[config.mk]
export PLATFORM = sky130hd
export DESIGN_NAME = pipe_main_dec
export DESIGN_NICKNAME = d
export VERILOG_FILES = /design/src/rtl/pipe_main_dec.sv
export SDC_FILE = /design/constraint.sdc
export NUM_CORES = 1
export LEC_CHECK = 0
export BUFFER_PORTS_ARGS = -buffer_cell sky130_fd_sc_hd__buf_4
export CAP_MARGIN = 20
export CORE_MARGIN = 1
export CORE_UTILIZATION = 45
export CTS_CLUSTER_DIAMETER = 30
export DETAILED_ROUTE_END_ITERATION = 10
export PLACE_DENSITY = 0.69
export SLEW_MARGIN = 25
export SYNTH_ARGS = -nofsm -noshare
export SYNTH_HDL_FRONTEND = slang
export SYNTH_SLANG_ARGS = --single-unit
[constraint.sdc]
create_clock -name clk -period 2.75 [get_ports clk]
set_clock_uncertainty 0.15 [all_clocks]
set_input_delay 0.4125 -clock clk [delete_from_list [all_inputs] [get_ports clk]]
set_output_delay 0.4125 -clock clk [all_outputs]
set_load 0.005 [all_outputs]
[src/rtl/pipe_main_dec.sv]
// -----------------------------------------------------------------------------
// pipe_main_dec
//
// Pipelined MIPS main decoder. The ID-stage opcode is decoded into the
// control bundle, which is then carried through the ID/EX, EX/MEM and MEM/WB
// control registers. Each register keeps only the fields that later stages
// still need. The block also detects load-use hazards and inserts bubbles,
// squashes younger instructions on a taken branch, freezes on an external
// hold, and counts inserted bubbles in a saturating counter.
//
// Ports
//   clk, rst_n                 rising-edge clock, async active-low reset
//   id_valid                   IF/ID holds a real instruction
//   id_op, id_rs, id_rt        ID-stage opcode and register specifiers
//   hold                       external stall, all control registers freeze
//   flush                      branch taken in MEM, squash ID/EX and EX/MEM
//   id_jump, id_illegal        combinational decode flags (gated by id_valid)
//   stall_id                   load-use stall request to the PC and IF/ID
//   ex_regdst, ex_alusrc,
//   ex_aluop, ex_rt            EX-stage controls and the registered rt
//   mem_branch, mem_memwrite   MEM-stage controls
//   wb_memtoreg, wb_regwrite   WB-stage controls
//   bubble_cnt                 saturating count of inserted bubbles
// -----------------------------------------------------------------------------
module pipe_main_dec #(
  parameter int OP_W    = 6,
  parameter int REG_W   = 5,
  parameter int ALUOP_W = 2,
  parameter int CNT_W   = 16
) (
  input  logic               clk,
  input  logic               rst_n,
  input  logic               id_valid,
  input  logic [OP_W-1:0]    id_op,
  input  logic [REG_W-1:0]   id_rs,
  input  logic [REG_W-1:0]   id_rt,
  input  logic               hold,
  input  logic               flush,
  output logic               id_jump,
  output logic               id_illegal,
  output logic               stall_id,
  output logic               ex_regdst,
  output logic               ex_alusrc,
  output logic [ALUOP_W-1:0] ex_aluop,
  output logic [REG_W-1:0]   ex_rt,
  output logic               mem_branch,
  output logic               mem_memwrite,
  output logic               wb_memtoreg,
  output logic               wb_regwrite,
  output logic [CNT_W-1:0]   bubble_cnt
);

  // Full control bundle as produced by the decoder and held in ID/EX.
  typedef struct packed {
    logic               regwrite;
    logic               regdst;
    logic               alusrc;
    logic               branch;
    logic               memwrite;
    logic               memtoreg;
    logic [ALUOP_W-1:0] aluop;
  } ctrl_t;

  // Fields still needed once the instruction has left EX.
  typedef struct packed {
    logic branch;
    logic memwrite;
    logic memtoreg;
    logic regwrite;
  } exmem_t;

  // Fields still needed in WB.
  typedef struct packed {
    logic memtoreg;
    logic regwrite;
  } memwb_t;

  localparam logic [OP_W-1:0] OP_RTYPE = OP_W'(6'b000000);
  localparam logic [OP_W-1:0] OP_LW    = OP_W'(6'b100011);
  localparam logic [OP_W-1:0] OP_SW    = OP_W'(6'b101011);
  localparam logic [OP_W-1:0] OP_BEQ   = OP_W'(6'b000100);
  localparam logic [OP_W-1:0] OP_ADDI  = OP_W'(6'b001000);
  localparam logic [OP_W-1:0] OP_J     = OP_W'(6'b000010);

  localparam logic [ALUOP_W-1:0] ALU_ADD   = ALUOP_W'(2'b00);
  localparam logic [ALUOP_W-1:0] ALU_SUB   = ALUOP_W'(2'b01);
  localparam logic [ALUOP_W-1:0] ALU_FUNCT = ALUOP_W'(2'b10);

  // ---------------------------------------------------------------------------
  // ID-stage decode
  // ---------------------------------------------------------------------------
  ctrl_t dec_ctrl;
  logic  dec_jump;
  logic  dec_known;
  ctrl_t id_ctrl;

  always_comb begin
    // NOTE: every signal written here gets a default before the case so that
    // no path leaves it unassigned; an unassigned path would infer a latch.
    dec_ctrl  = '0;
    dec_jump  = 1'b0;
    dec_known = 1'b1;
    case (id_op)
      OP_RTYPE: begin
        dec_ctrl.regwrite = 1'b1;
        dec_ctrl.regdst   = 1'b1;
        dec_ctrl.aluop    = ALU_FUNCT;
      end
      OP_LW: begin
        dec_ctrl.regwrite = 1'b1;
        dec_ctrl.alusrc   = 1'b1;
        dec_ctrl.memtoreg = 1'b1;
        dec_ctrl.aluop    = ALU_ADD;
      end
      OP_SW: begin
        dec_ctrl.alusrc   = 1'b1;
        dec_ctrl.memwrite = 1'b1;
        dec_ctrl.aluop    = ALU_ADD;
      end
      OP_BEQ: begin
        dec_ctrl.branch   = 1'b1;
        dec_ctrl.aluop    = ALU_SUB;
      end
      OP_ADDI: begin
        dec_ctrl.regwrite = 1'b1;
        dec_ctrl.alusrc   = 1'b1;
        dec_ctrl.aluop    = ALU_ADD;
      end
      OP_J: begin
        // The jump is resolved in ID; it writes nothing downstream.
        dec_jump = 1'b1;
      end
      default: begin
        dec_known = 1'b0;
      end
    endcase
  end

  // An empty IF/ID slot decodes to a harmless all-zero bundle.
  assign id_ctrl    = id_valid ? dec_ctrl : '0;
  assign id_jump    = id_valid & dec_jump;
  assign id_illegal = id_valid & ~dec_known;

  // ---------------------------------------------------------------------------
  // Pipeline control registers
  // ---------------------------------------------------------------------------
  ctrl_t            idex_q,  idex_d;
  logic [REG_W-1:0] ex_rt_q, ex_rt_d;
  exmem_t           exmem_q, exmem_d;
  memwb_t           memwb_q, memwb_d;
  logic [CNT_W-1:0] bubble_q, bubble_d;

  // ---------------------------------------------------------------------------
  // Load-use hazard detection
  // ---------------------------------------------------------------------------
  // Only R-type, sw and beq actually read rt as a source; lw and addi use rt
  // as their destination, so a match on rt is not a hazard for them.
  logic uses_rt;
  logic load_use;

  assign uses_rt = (id_op == OP_RTYPE) | (id_op == OP_SW) | (id_op == OP_BEQ);

  // A load into $zero never produces a value anyone waits for.
  assign load_use = idex_q.memtoreg
                  & (ex_rt_q != '0)
                  & ((ex_rt_q == id_rs) | ((ex_rt_q == id_rt) & uses_rt))
                  & id_valid;

  // A hold freezes everything and a flush squashes the consumer anyway, so
  // either one makes the stall request meaningless.
  assign stall_id = load_use & ~hold & ~flush;

  // ---------------------------------------------------------------------------
  // Next-state selection, priority flush > hold > stall > advance
  // ---------------------------------------------------------------------------
  logic bubble_inc;

  // A flush inserts a bubble even when it coincides with a hold.
  assign bubble_inc = flush | stall_id;

  always_comb begin
    // Default is to keep every register, which is exactly the hold behaviour.
    idex_d   = idex_q;
    ex_rt_d  = ex_rt_q;
    exmem_d  = exmem_q;
    memwb_d  = memwb_q;
    bubble_d = bubble_q;

    if (flush) begin
      // The branch sits in MEM and retires normally; everything younger goes.
      idex_d   = '0;
      ex_rt_d  = '0;
      exmem_d  = '0;
      memwb_d  = '{memtoreg: exmem_q.memtoreg, regwrite: exmem_q.regwrite};
    end else if (hold) begin
      // Keep all values.
    end else if (stall_id) begin
      // Bubble into EX; the load and older instructions keep moving.
      idex_d   = '0;
      ex_rt_d  = '0;
      exmem_d  = '{branch:   idex_q.branch,   memwrite: idex_q.memwrite,
                   memtoreg: idex_q.memtoreg, regwrite: idex_q.regwrite};
      memwb_d  = '{memtoreg: exmem_q.memtoreg, regwrite: exmem_q.regwrite};
    end else begin
      idex_d   = id_ctrl;
      ex_rt_d  = id_valid ? id_rt : '0;
      exmem_d  = '{branch:   idex_q.branch,   memwrite: idex_q.memwrite,
                   memtoreg: idex_q.memtoreg, regwrite: idex_q.regwrite};
      memwb_d  = '{memtoreg: exmem_q.memtoreg, regwrite: exmem_q.regwrite};
    end

    // Saturate at all-ones rather than wrapping back to zero.
    if (bubble_inc && (bubble_q != '1)) begin
      bubble_d = bubble_q + CNT_W'(1);
    end
  end

  // NOTE: state registers use non-blocking assignments so that every register
  // samples the pre-edge value of its neighbour, which is what makes the
  // stage-to-stage shift behave like a pipeline.
  always_ff @(posedge clk or negedge rst_n) begin
    if (!rst_n) begin
      idex_q   <= '0;
      ex_rt_q  <= '0;
      exmem_q  <= '0;
      memwb_q  <= '0;
      bubble_q <= '0;
    end else begin
      idex_q   <= idex_d;
      ex_rt_q  <= ex_rt_d;
      exmem_q  <= exmem_d;
      memwb_q  <= memwb_d;
      bubble_q <= bubble_d;
    end
  end

  // ---------------------------------------------------------------------------
  // Outputs
  // ---------------------------------------------------------------------------
  assign ex_regdst    = idex_q.regdst;
  assign ex_alusrc    = idex_q.alusrc;
  assign ex_aluop     = idex_q.aluop;
  assign ex_rt        = ex_rt_q;
  assign mem_branch   = exmem_q.branch;
  assign mem_memwrite = exmem_q.memwrite;
  assign wb_memtoreg  = memwb_q.memtoreg;
  assign wb_regwrite  = memwb_q.regwrite;
  assign bubble_cnt   = bubble_q;

endmodule

==> impl_results.md <==
- Routed WL per cell: around 14 um
- Iteration-0 DRC Markers: 81
- Vias in the first global route: ~1,300
- Reg clk slew, reported paths: around 0.070 ns
- Initial antenna violation count: 0
- First drt pass iteration count: 4
- Worst-Margin Slew: about 0.64 ns
- Share of layout cells above drive strength 1: 0.3395
- Reg area: approximately 850 um2
- CP endpoint kind: output port
- Number of flops mapped to enable cells by yosys: 0
- Die Y-Extent: around 64 um
- Global-route wire length before repair: just over 6000 um
- Root Buffer: clkbuf_8
- Dpl hpwl: between 2000 and 3000 um
- Period minus WS final: between 2 and 3 ns
- Primary FF master, synth: dfrtp_1
- Clock tree buffer depth: 2
- Slew headroom: 0.5758
- Die area: 4158 um2
- Final Hold Vio Count: 0
- CTS H-tree depth: 2
- Crit path DAT: around 2.0 ns
- Count of final setup violators: 0
- Max Cap Violations: 0
- DR vias: between 1,000 and 1,500
- Fillcell total: 334
- Worst Path Required: between 2 and 2.5 ns
- Total track usage: 0.1974
- Final antenna-violating net count: 0
- Total Wirelength: 3730 um
- Avg Inst Size Synth: between 10 and 15 um2
- Syn Nets: approximately 180
- Clock net sink count: 34
- Diodes inserted: 0
- Pleak: 1.129 nW
- Fin crit share: 0.9262
- Placed inst area: between 2000 and 2500 um2
- Row count: 22
- Design area: about 2300 um2
- PortBufs: 52
- Total negative slack: 0 ns
- Clock tree from TritonCTS: done
- Ys Warns: 0
- CP max FO: 5
- HP Class: in -> reg
- Crit path kind: reg -> out
- Max rail drop VDD: between 0.5 and 0.6 mV
- Crit start category: flop
- I/O pins: 53
- Die Width: between 60 and 70 um
- Area delta synth->final: 28.70%
- Mapped Area: about 1800 um2
- Remaining Overflow, GRT: 0
- RSZ-0062 raised after global routing: no
- Pwr/cell area: about 570 nW/um2
- Largest net degree at the start of global routing: 35
- Post-synth cell types: 42
- Fraction of registers with async set/reset: 1.000
- Post-synthesis sequential area ratio: 0.4843
- FMAX: 0.3926 GHz
- Core Area: around 3700 um2
- DRC violations left: 0
- Synth Instances: between 150 and 200
- Fin. max-slew vios: 0
- Final GP Congestion: 0.8005
- Multi-input gate area: between 800 and 900 um2
- Nets@finish: 237
- CTS buffer count: 5
- Initial core utilization: 0.4727
- Status: complete, no violations
- Worst-skew pair later-pin latency: around 0.28 ns
- Register bit total from synthesis: 34
- Via/cell ratio: around 5.3
==> layer usage <==
layer | up-vias | GRT usage | wire length, um
li1 | 670 | - | -
met1 | 673 | 0.2494 | 1679
met2 | 50 | 0.3145 | 1744
met3 | 5 | 0.06338 | 254
met4 | 0 | 0.07500 | 53
met5 | - | 0 | 0
==> flip-flops by register name (all words and copies together), names as in the netlist <==
name          count
wb_memtoreg       1
mem_memwrite      1
ex_rt             5
mem_branch        1
ex_regdst         1
exmem_q           2
ex_aluop          1
bubble_cnt       16
idex_q            4
wb_regwrite       1
ex_alusrc         1
==> power breakdown <==
part | internal [mW] | switching [mW]
sequential | 0.564 | 0.0773
combinational | 0.168 | 0.139
clock | 0.170 | 0.176
==> cell type report <==
| type | count | area share |
|---|---|---|
| clock inverter | 2 | 0.004427 |
| clock buffer | 5 | 0.03044 |
| multi-input combinational | 114 | 0.3719 |
| inverter | 6 | 0.009961 |
| tap | 48 | 0.02656 |
| timing repair buffer | 54 | 0.1804 |
| sequential | 34 | 0.3763 |
==> synthesized netlist by cell type (5+ instances only) <==
master,count,share of area
dfrtp_1,34,0.48
xor2_1,17,0.085
nor2_1,16,0.034
nand3_1,10,0.028
nand2_1,8,0.017
xnor2_1,7,0.035
a22o_1,6,0.030
inv_1,6,0.013
nor3_1,5,0.014
nor4_1,5,0.018
==> cell families (layout without fill, tap and decap cells) <==
| group | count (synthesis) | count (layout) | share of synthesized area |
|---|---|---|---|
| AND/OR/NAND/NOR | 61 | 61 | 0.1966 |
| adder cells (fa/ha/maj) | 2 | 2 | 0.01282 |
| XOR/XNOR | 24 | 24 | 0.1197 |
| multiplexers | 7 | 7 | 0.04273 |
| flip-flops | 34 | 34 | 0.4843 |
| buffers and inverters | 13 | 67 | 0.03703 |
| AO/OA/AOI/OAI | 20 | 20 | 0.1068 |
==> cells in the final DEF, fill, tap and decap left out, types with 5 or more instances in the layout <==
master and count:
xor2_1 17, clkbuf_8 5, buf_4 53, nand3_1 10
a22o_1 6, xnor2_1 7, inv_1 6, nor3_1 5
nand2_1 8, dfrtp_1 34, nor2_1 16, nor4_1 5
==> path summary, 6_finish.rpt <==
path | start | endpoint | slack [ns] | cells past startpoint
max | ex_rt[0]$_DFFE_PN0P_ | stall_id | 0.20 | 6
min | id_rt[3] | ex_rt[3]$_DFFE_PN0P_ | 0.21 | 2
max reg2reg | bubble_cnt[3]$_DFFE_PN0P_ | bubble_cnt[1]$_DFFE_PN0P_ | 0.29 | 5
min reg2reg | idex_q[7]$_DFFE_PN0P_ | idex_q[7]$_DFFE_PN0P_ | 0.34 | 2
max in group asynchronous | rst_n | wb_regwrite$_DFFE_PN0P_ | 1.67 | 2
min in group asynchronous | rst_n | ex_rt[3]$_DFFE_PN0P_ | 0.46 | 2
==> per-stage QoR <==
| stage | setup slack (ns) | hold WS, ns | util | std cells | total power, mW |
|---|---|---|---|---|---|
| after global routing | 0.05506 | 0.2087 | 0.6084 | 263 | 1.378 |
| after floorplan | 0.4709 | -0.03309 | - | 161 | 0.7884 |
| after CTS | 0.1693 | 0.2050 | 0.6084 | 263 | 1.308 |
| final | 0.2029 | 0.2083 | 0.6084 | 263 | 1.294 |
| after detailed placement | 0.1981 | 0.2357 | 0.5845 | 255 | 0.9602 |
| after global placement | 0.2787 | 0.2278 | 0.5845 | 255 | 0.9505 |
==> repair_timing <==
| item | 4_1_cts | 5_1_grt |
|---|---|---|
| hold buffers | 1 | 0 |
| hold endpoints to repair | 34 | 0 |
| resized for setup | 0 | 0 |
| setup buffers | 0 | 0 |
==> worst max-delay path, stage by stage, from the launching register on <==
cell,delay (ns)
dfrtp_1,0.45
xor2_1,0.18
nor4_1,0.36
nand3_2,0.14
a21oi_4,0.27
nor2b_1,0.19
buf_4,0.12
Power figures use the tool's default switching activity.
